==> config.mk <==
export PLATFORM = sky130hd
export DESIGN_NAME = ram_sdp_param
export DESIGN_NICKNAME = d
export VERILOG_FILES = /design/src/rtl/ram_sdp_param.sv
export SDC_FILE = /design/constraint.sdc
export NUM_CORES = 1
export LEC_CHECK = 0
export ABC_AREA = 1
export CAP_MARGIN = 20
export CORE_ASPECT_RATIO = 0.8
export CORE_MARGIN = 2
export CORE_UTILIZATION = 50
export DETAILED_ROUTE_END_ITERATION = 10
export HOLD_SLACK_MARGIN = 0.02
export PLACE_DENSITY_LB_ADDON = 0.1
export SLEW_MARGIN = 20
export SYNTH_ARGS = -nofsm -noshare
export SYNTH_HDL_FRONTEND = slang
export SYNTH_SLANG_ARGS = --single-unit
==> constraint.sdc <==
create_clock -name clk -period 1.75 [get_ports clk]
set_clock_uncertainty 0.05 [all_clocks]
set_input_delay 0.2625 -clock clk [delete_from_list [all_inputs] [get_ports clk]]
set_output_delay 0.2625 -clock clk [all_outputs]
set_load 0.02 [all_outputs]
==> src/rtl/ram_sdp_param.sv <==
// ram_sdp_param
// -------------
// Parametrised simple-dual-port synchronous RAM. It has one write port and one
// read port, each with its own address. A built-in clear sequencer writes zero
// to every location after reset, so the storage array itself needs no reset.
//
// Parameters
//   DATA_WIDTH  word width in bits (1..64)
//   ADDR_WIDTH  address width; DEPTH = 2**ADDR_WIDTH words
//   RDW_MODE    same-address read-during-write: 0 = old data, 1 = new data
//   OUT_REG     0 = single registered output, 1 = extra output pipeline stage
//
// Ports
//   clk       rising-edge clock
//   reset     asynchronous active-low reset
//   wr_en     write strobe          wr_addr  write address   din  write data
//   rd_en     read strobe           rd_addr  read address
//   dout      read data (holds its value between reads)
//   rd_valid  one-cycle pulse per accepted read, aligned with fresh dout
//   busy      high while the clear sequencer runs; port accesses are ignored
module ram_sdp_param #(
  parameter int unsigned DATA_WIDTH = 8,
  parameter int unsigned ADDR_WIDTH = 4,
  parameter int unsigned RDW_MODE   = 0,
  parameter int unsigned OUT_REG    = 0
) (
  input  logic                  clk,
  input  logic                  reset,
  input  logic                  wr_en,
  input  logic [ADDR_WIDTH-1:0] wr_addr,
  input  logic [DATA_WIDTH-1:0] din,
  input  logic                  rd_en,
  input  logic [ADDR_WIDTH-1:0] rd_addr,
  output logic [DATA_WIDTH-1:0] dout,
  output logic                  rd_valid,
  output logic                  busy
);

  localparam int unsigned DEPTH = 2 ** ADDR_WIDTH;

  typedef enum logic {
    CLEAR = 1'b0,
    RUN   = 1'b1
  } state_t;

  state_t                  state;
  logic [ADDR_WIDTH-1:0]   clr_cnt;
  logic [DATA_WIDTH-1:0]   mem [DEPTH];

  logic                    run;
  logic                    mem_we;
  logic [ADDR_WIDTH-1:0]   mem_waddr;
  logic [DATA_WIDTH-1:0]   mem_wdata;
  logic                    rd_fire;
  logic                    bypass;
  logic [DATA_WIDTH-1:0]   rd_word;

  // First read-pipeline stage.
  logic [DATA_WIDTH-1:0]   rd_data_q;
  logic                    rd_valid_q;

  assign run  = (state == RUN);
  assign busy = (state == CLEAR);

  // ---------------------------------------------------------------------------
  // Clear sequencer: DEPTH cycles of CLEAR, one location per cycle. The last
  // location is written on the same edge that enters RUN.
  // ---------------------------------------------------------------------------
  // NOTE: sequential state uses non-blocking assignments so every flop samples
  // the pre-edge values of the others.
  always_ff @(posedge clk or negedge reset) begin
    if (!reset) begin
      state   <= CLEAR;
      clr_cnt <= '0;
    end else if (state == CLEAR) begin
      clr_cnt <= clr_cnt + ADDR_WIDTH'(1);
      if (&clr_cnt) begin
        state <= RUN;
      end
    end
  end

  // ---------------------------------------------------------------------------
  // Write-port mux: the sequencer owns the write port during CLEAR, so port
  // writes are simply not selected until RUN.
  // ---------------------------------------------------------------------------
  // NOTE: every signal driven here gets a default first, so no path leaves it
  // unassigned and no latch is inferred.
  always_comb begin
    mem_we    = 1'b0;
    mem_waddr = wr_addr;
    mem_wdata = din;
    if (!run) begin
      mem_we    = 1'b1;
      mem_waddr = clr_cnt;
      mem_wdata = '0;
    end else if (wr_en) begin
      mem_we    = 1'b1;
    end
  end

  // NOTE: the storage array has no reset; the clear sequencer zeroes it after
  // every reset instead, which keeps it mappable onto RAM primitives.
  always_ff @(posedge clk) begin
    if (mem_we) begin
      mem[mem_waddr] <= mem_wdata;
    end
  end

  // ---------------------------------------------------------------------------
  // Read port. The array read is combinational and captured in rd_data_q, so
  // a same-address write on the same edge naturally yields the old word.
  // Write-first mode forwards din around the array instead.
  // ---------------------------------------------------------------------------
  assign rd_fire = run && rd_en;
  assign bypass  = (RDW_MODE == 1) && wr_en && (wr_addr == rd_addr);
  assign rd_word = bypass ? din : mem[rd_addr];

  always_ff @(posedge clk or negedge reset) begin
    if (!reset) begin
      rd_data_q  <= '0;
      rd_valid_q <= 1'b0;
    end else begin
      rd_valid_q <= rd_fire;
      if (rd_fire) begin
        rd_data_q <= rd_word;
      end
    end
  end

  // Optional second stage: it follows the first stage one cycle later and
  // holds its word while no new read arrives.
  if (OUT_REG != 0) begin : g_out_reg
    logic [DATA_WIDTH-1:0] out_data_q;
    logic                  out_valid_q;

    always_ff @(posedge clk or negedge reset) begin
      if (!reset) begin
        out_data_q  <= '0;
        out_valid_q <= 1'b0;
      end else begin
        out_valid_q <= rd_valid_q;
        if (rd_valid_q) begin
          out_data_q <= rd_data_q;
        end
      end
    end

    assign dout     = out_data_q;
    assign rd_valid = out_valid_q;
  end else begin : g_no_out_reg
    assign dout     = rd_data_q;
    assign rd_valid = rd_valid_q;
  end

endmodule

======== Word level (Yosys, flattened, before mapping) ========
Memories as Yosys holds them, arrays and structs flattened. A register that Yosys moved wholly into a read port is not among the register bits.
Index checks and enable logic that the tools add are counted.
storage, ports and cells
  output and inout bits ................... 10
  bits in registers ....................... 6
  bits in writable memories ............... 128
  memories kept ........................... 1
  logic and storage cells ................. 17
memory list
  name  depth  bits a word  read ports  clocked after Yosys merged registers in  write ports  line  text
  mem   16     8            1           1                                        1            48    logic [DATA_WIDTH-1:0] mem [DEPTH];
operators by class
  multiplexer cells ....................... 8
  reduce and logical (&&, ||, !) cells .... 3
  add/sub/neg operators ................... 1
  bitwise logic cells ..................... 1
operator list
  kind                 number
  $mux 8               1
  $mux 1               6
  $add 4x1->4 const B  1
  $mux 4               1
  $reduce_and 4->1     1
  $logic_and 1x1->1    1
  $logic_not 1->1      1
  $not 1->1            1

======== Longest topological paths before layout ========
  depth after elaboration ................. 4
  gate-level depth with buffers ........... 10
  gate-level depth less buffers ........... 9

======== Least setup slack after synthesis ========
Ideal clock, no wire load.
  kind .................................... reg2reg
  from .................................... register state, in the netlist run
  to ...................................... memory mem[3][0], enable pin
  setup time .............................. 383 ps
  slack ................................... -199 ps
  path buffers ............................ 1
  stages on the path, launching flop included .. 7
  arrival ................................. 1516 ps
  clock period less this slack ............ 1949 ps
  cell sequence ........................... dfrtp_1 -> buf_6 -> inv_4 -> nor2_1 -> nor2_1 -> nand2_1 -> nor3_1
between the ends
  word-level cells in the longest chain between the ends .. 3
ends and longest elaborated chain
  item                          line  text
  from (decl)                   46    state_t state;
  from (signal assigned)        73    state <= CLEAR;
  from (signal assigned)        78    state <= RUN;
  $mux 1                        93    if (!run) begin
  $mux 1                        105   if (mem_we) begin
  $mux 1 (not written as such)  106   mem[mem_waddr] <= mem_wdata;
  to (decl)                     48
Several ways; a longest one is shown, not always the timed one.

======== Worst setup path after layout ========
  from .................................... register state, in the netlist run
  to ...................................... memory mem[4][6], enable pin
Same word-level chain as after synthesis.

==> results.md <==
- Summing all flip-flop and latch instances after layout gives between 0.004 and 0.005 sq mm.
- For this design the total switching power over the nets is 0.00171 W.
- Power comes to just over 0.008 W.
- The capturing instance or port of the critical path is mem[4][6].
- The data arrival time at the worst-slack endpoint is about 1.8 ns.
- The kind of end point of the critical path is a flop.
- The flow ran to the end, and the final reports show no timing, DRC or antenna violations.
- The post-synthesis register bit count is between 100 and 150.
- The worst path needs approximately 1.7 ns of the cycle, external delays included.
- The number of CTS-inserted buffers is 17.
- The largest fanout on the critical path is 8.
- The setup-violating endpoint count in the final report is 0.
- The worst reg2reg path startpoint is run.
- The maximum VDD drop is 0.740 mV.
- Once the floorplan was initialized, standard cells occupied between 50% and 60% of the core.
- Sequential elements use between 70 and 80% of the synthesized area.
- The first TritonRoute pass finished after 5 iterations.
- The power share of the clock group is a little under half.
- The count of antenna diodes in the layout is 0.
- The cell count after synthesis came out at around 530.
- The number of standard-cell rows in the floorplan is 35.
- The clock-pin transition on the worst setup and hold timing paths is around 0.06 ns.
- The number of cells on the worst reg-to-reg path is 6.
- The number of buffers between clock root and the deepest sink is 2.
- Timing would allow up to between 500 and 600 MHz.
- The layout overhead on the synthesized area is 22.5%.
- Power spread over the standard cell area amounts to 1120 mW/mm^2.
- The clock net in this run drives a total of between 100 and 150 sinks.
- The switching portion of total power is a little over a fifth.
- The worst relative slew slack is around two thirds.
- The TritonCTS clock tree is done.
- The startpoint type of the worst setup path is a flop.
- The startpoint of the worst setup timing path is run.
- For this design the static power due to leakage is slightly below 3 nW.
- After detailed routing, the met3 layer carries approximately 760 um of wire.
- After filler insertion, the fill cell instance count of the layout stands at about 920.
- The number of antenna violations at the first check in global routing is 0.
- In this run the remaining antenna-violating nets after routing total 0.
- Cells with a size suffix above 1 make up 15.8% of the layout.
- Measured on the finished design, the core utilization comes to 63.3%.
- The routed length per instance is 18.3 um.
- In the finished design, the share of the clock period the worst path needs comes to between 90% and 100%.
- The synthesized netlist net count is between 500 and 600.
- The most common cell after layout, fill and taps aside is sky130_fd_sc_hd__nand2_1.
- The critical path is of the flop to flop type.
- The source-to-sink clock delay at the later pin of the worst-skew pair is around 0.42 ns.
- The overall fraction of global-route tracks in use is 22.9%.
- The aggregate routed wire length is 13.9 mm.
- Summing every instance area after synthesis gives 0.00597 sq mm.
- The number of global-route vias before repair is slightly below 4000.
- The endpoint required time on the critical path is around 1.8 ns.
- The slew at the pin closest to its max-slew limit is around 0.49 ns.
- The internal power consumption is 0.00647 W.
- The count of maximum capacitance violations is 0.
- The synthesized netlist contains 24 unique library cells.
- The maximum number of pins on one net before global-route repair is 52.
- The wire length on met1 is about 6.6 mm.
- The die is 102 um tall.
- For this run, the number of Yosys warnings is 0.
- Measured along the x axis, the die boundary spans approximately 130 um.
- The final route contains about 4000 vias.
- The critical register-to-register path endpoint is mem[4][6].
- The H-tree depth reported by CTS is 4.
- The number of hold violations in the final report is 0.
- The via density per instance is 5.24.
- The proportion of power drawn by flip-flops and latches is between 40% and 50%.
- The number of top-level design ports is 30.
- The length of routed met2 wiring is about 6.3 mm.
- The classification of the worst-slack hold path is input port to async pin.
- The tightest hold path in the finished design has a slack of around 0.13 ns.
- The net total in the final layout is 621.
- The multi-input logic area is about 0.0015 sq mm.
- The number of buffers added on ports is 29.
- The overall die area is around 0.013 sq mm.
- Setup repair after global routing could not meet its margin everywhere.
- Combinational logic is responsible for 7.5% of the overall power.
- Summed over all nets, the half-perimeter wirelength after detailed placement is roughly 9 mm.
- The setup TNS is 0 ns.
- The setup slack of the worst register-to-register path is slightly below 0.006 ns.
- The first global-routing pass estimated between 20 and 25 mm of wire.
- The top cell types in the final layout, fill and taps aside, are sky130_fd_sc_hd__nand2_1 (206), sky130_fd_sc_hd__edfxtp_1 (128), sky130_fd_sc_hd__nand3_1 (96), sky130_fd_sc_hd__buf_4 (36), sky130_fd_sc_hd__clkdlybuf4s50_1 (27).
- The average instance in the mapped netlist occupies 11.2 sq um.
- At the end of routability-driven placement, the weighted congestion stood at 0.852.
- Summed over all layers, the global routing overflow is 0.
- The detailed router used layers up to and including met4.
- The clock tree root driver cell is sky130_fd_sc_hd__clkbuf_16.
- After detailed routing, the number of remaining DRC violations is 0.
- In this run, the number of DRC markers left after iteration 0 of detailed routing was roughly 370.
- The number of max-slew violations in the final report was 0.
- The core region area is approximately 0.012 sq mm.
metal layers:
| metal | track usage, % | up-vias |
|---|---|---|
| li1 | - | 1944 |
| met1 | 32.7 | 1904 |
| met2 | 34.7 | 112 |
| met3 | 5.71 | 23 |
| met4 | 8.28 | 0 |
| met5 | 0 | - |
per-stage QoR:
stage | instances | cell area (sq um) | setup slack, ns
finish | 760 | 7310 | 0.00581
global route | 760 | 7310 | -0.0699
CTS | 759 | 7250 | 0.0128
detailed placement | 728 | 6620 | -0.143
global placement | 728 | 6620 | -0.136
floorplan | 533 | 5980 | -0.0657
state kept, by name (all words and copies together), names as in the netlist:
register and cells:
clr_cnt 4, dout 8, mem 128, rd_valid 1, run 1
Yosys cell counts:
cell type,n,area (sq um)
sky130_fd_sc_hd__edfxtp_1,128,3840
sky130_fd_sc_hd__a21oi_1,1,5.00
sky130_fd_sc_hd__nand2_2,1,6.26
sky130_fd_sc_hd__o21a_1,1,7.51
sky130_fd_sc_hd__dfrtp_1,14,350
sky130_fd_sc_hd__buf_4,9,67.6
sky130_fd_sc_hd__inv_1,18,67.6
sky130_fd_sc_hd__nand3_1,99,495
sky130_fd_sc_hd__nor3_1,2,10.0
sky130_fd_sc_hd__nor3_2,2,20.0
sky130_fd_sc_hd__o21ai_1,1,5.00
sky130_fd_sc_hd__nand4_1,1,6.26
sky130_fd_sc_hd__xnor2_1,1,8.76
sky130_fd_sc_hd__nor2_1,21,78.8
sky130_fd_sc_hd__clkinv_1,1,3.75
sky130_fd_sc_hd__xor2_1,1,8.76
sky130_fd_sc_hd__ha_1,1,12.5
sky130_fd_sc_hd__or2_1,1,6.26
sky130_fd_sc_hd__inv_2,2,7.51
sky130_fd_sc_hd__buf_2,5,25.0
sky130_fd_sc_hd__nand2_1,207,777
sky130_fd_sc_hd__o21ai_0,3,15.0
sky130_fd_sc_hd__inv_4,1,6.26
sky130_fd_sc_hd__buf_6,12,135
cell type report:
class,instances,area share (%)
timing repair buffer,74,9.56
inverter,22,1.16
sequential,142,57.4
clock inverter,13,2.69
tap,148,2.53
multi-input combinational,343,20.8
clock buffer,18,5.87
power groups by stage:
stage / logic (W) / clock network [W] / registers [W]
finish: 0.000612 / 0.00381 / 0.00375
global route: 0.000672 / 0.00400 / 0.00376
CTS: 0.000606 / 0.00386 / 0.00375
detailed placement: 0.000600 / 0 / 0.00382
global placement: 0.000592 / 0 / 0.00382
floorplan: 0.000309 / 0 / 0.00385
worst max-delay path, stage by stage (launching register included):
cell and delay (ns):
sky130_fd_sc_hd__dfrtp_2 0.46, sky130_fd_sc_hd__buf_4 0.18, sky130_fd_sc_hd__o21a_4 0.24, sky130_fd_sc_hd__inv_2 0.08, sky130_fd_sc_hd__nand3_2 0.10, sky130_fd_sc_hd__nor2_1 0.14
sky130_fd_sc_hd__buf_4 0.19
worst min path at each step:
stage,from,to,cells after the start
global route,reset,rd_valid,2
finish,reset,rd_valid,2
floorplan,reset,clr_cnt[0],0
detailed placement,dout[7],dout[7],2
global placement,dout[7],dout[7],2
CTS,reset,clr_cnt[1],2
what timing repair did:
| action | in CTS | in global routing |
|---|---|---|
| pin swaps | 0 | 2 |
| hold endpoints to repair | 0 | 0 |
| resized for setup | 4 | 18 |
| endpoints found under the setup margin | 121 | 129 |
| cloned | 0 | 0 |
| hold buffers | 0 | 0 |
| buffers inserted | 0 | 1 |
cell families after synthesis:
logic type / share of synthesized area (%)
simple gates: 23.5
compound gates: 0.545
fa+ha+maj: 0.210
buf+inv: 5.24
flops: 70.3
xor+xnor: 0.293
Power figures use the tool's default switching activity.
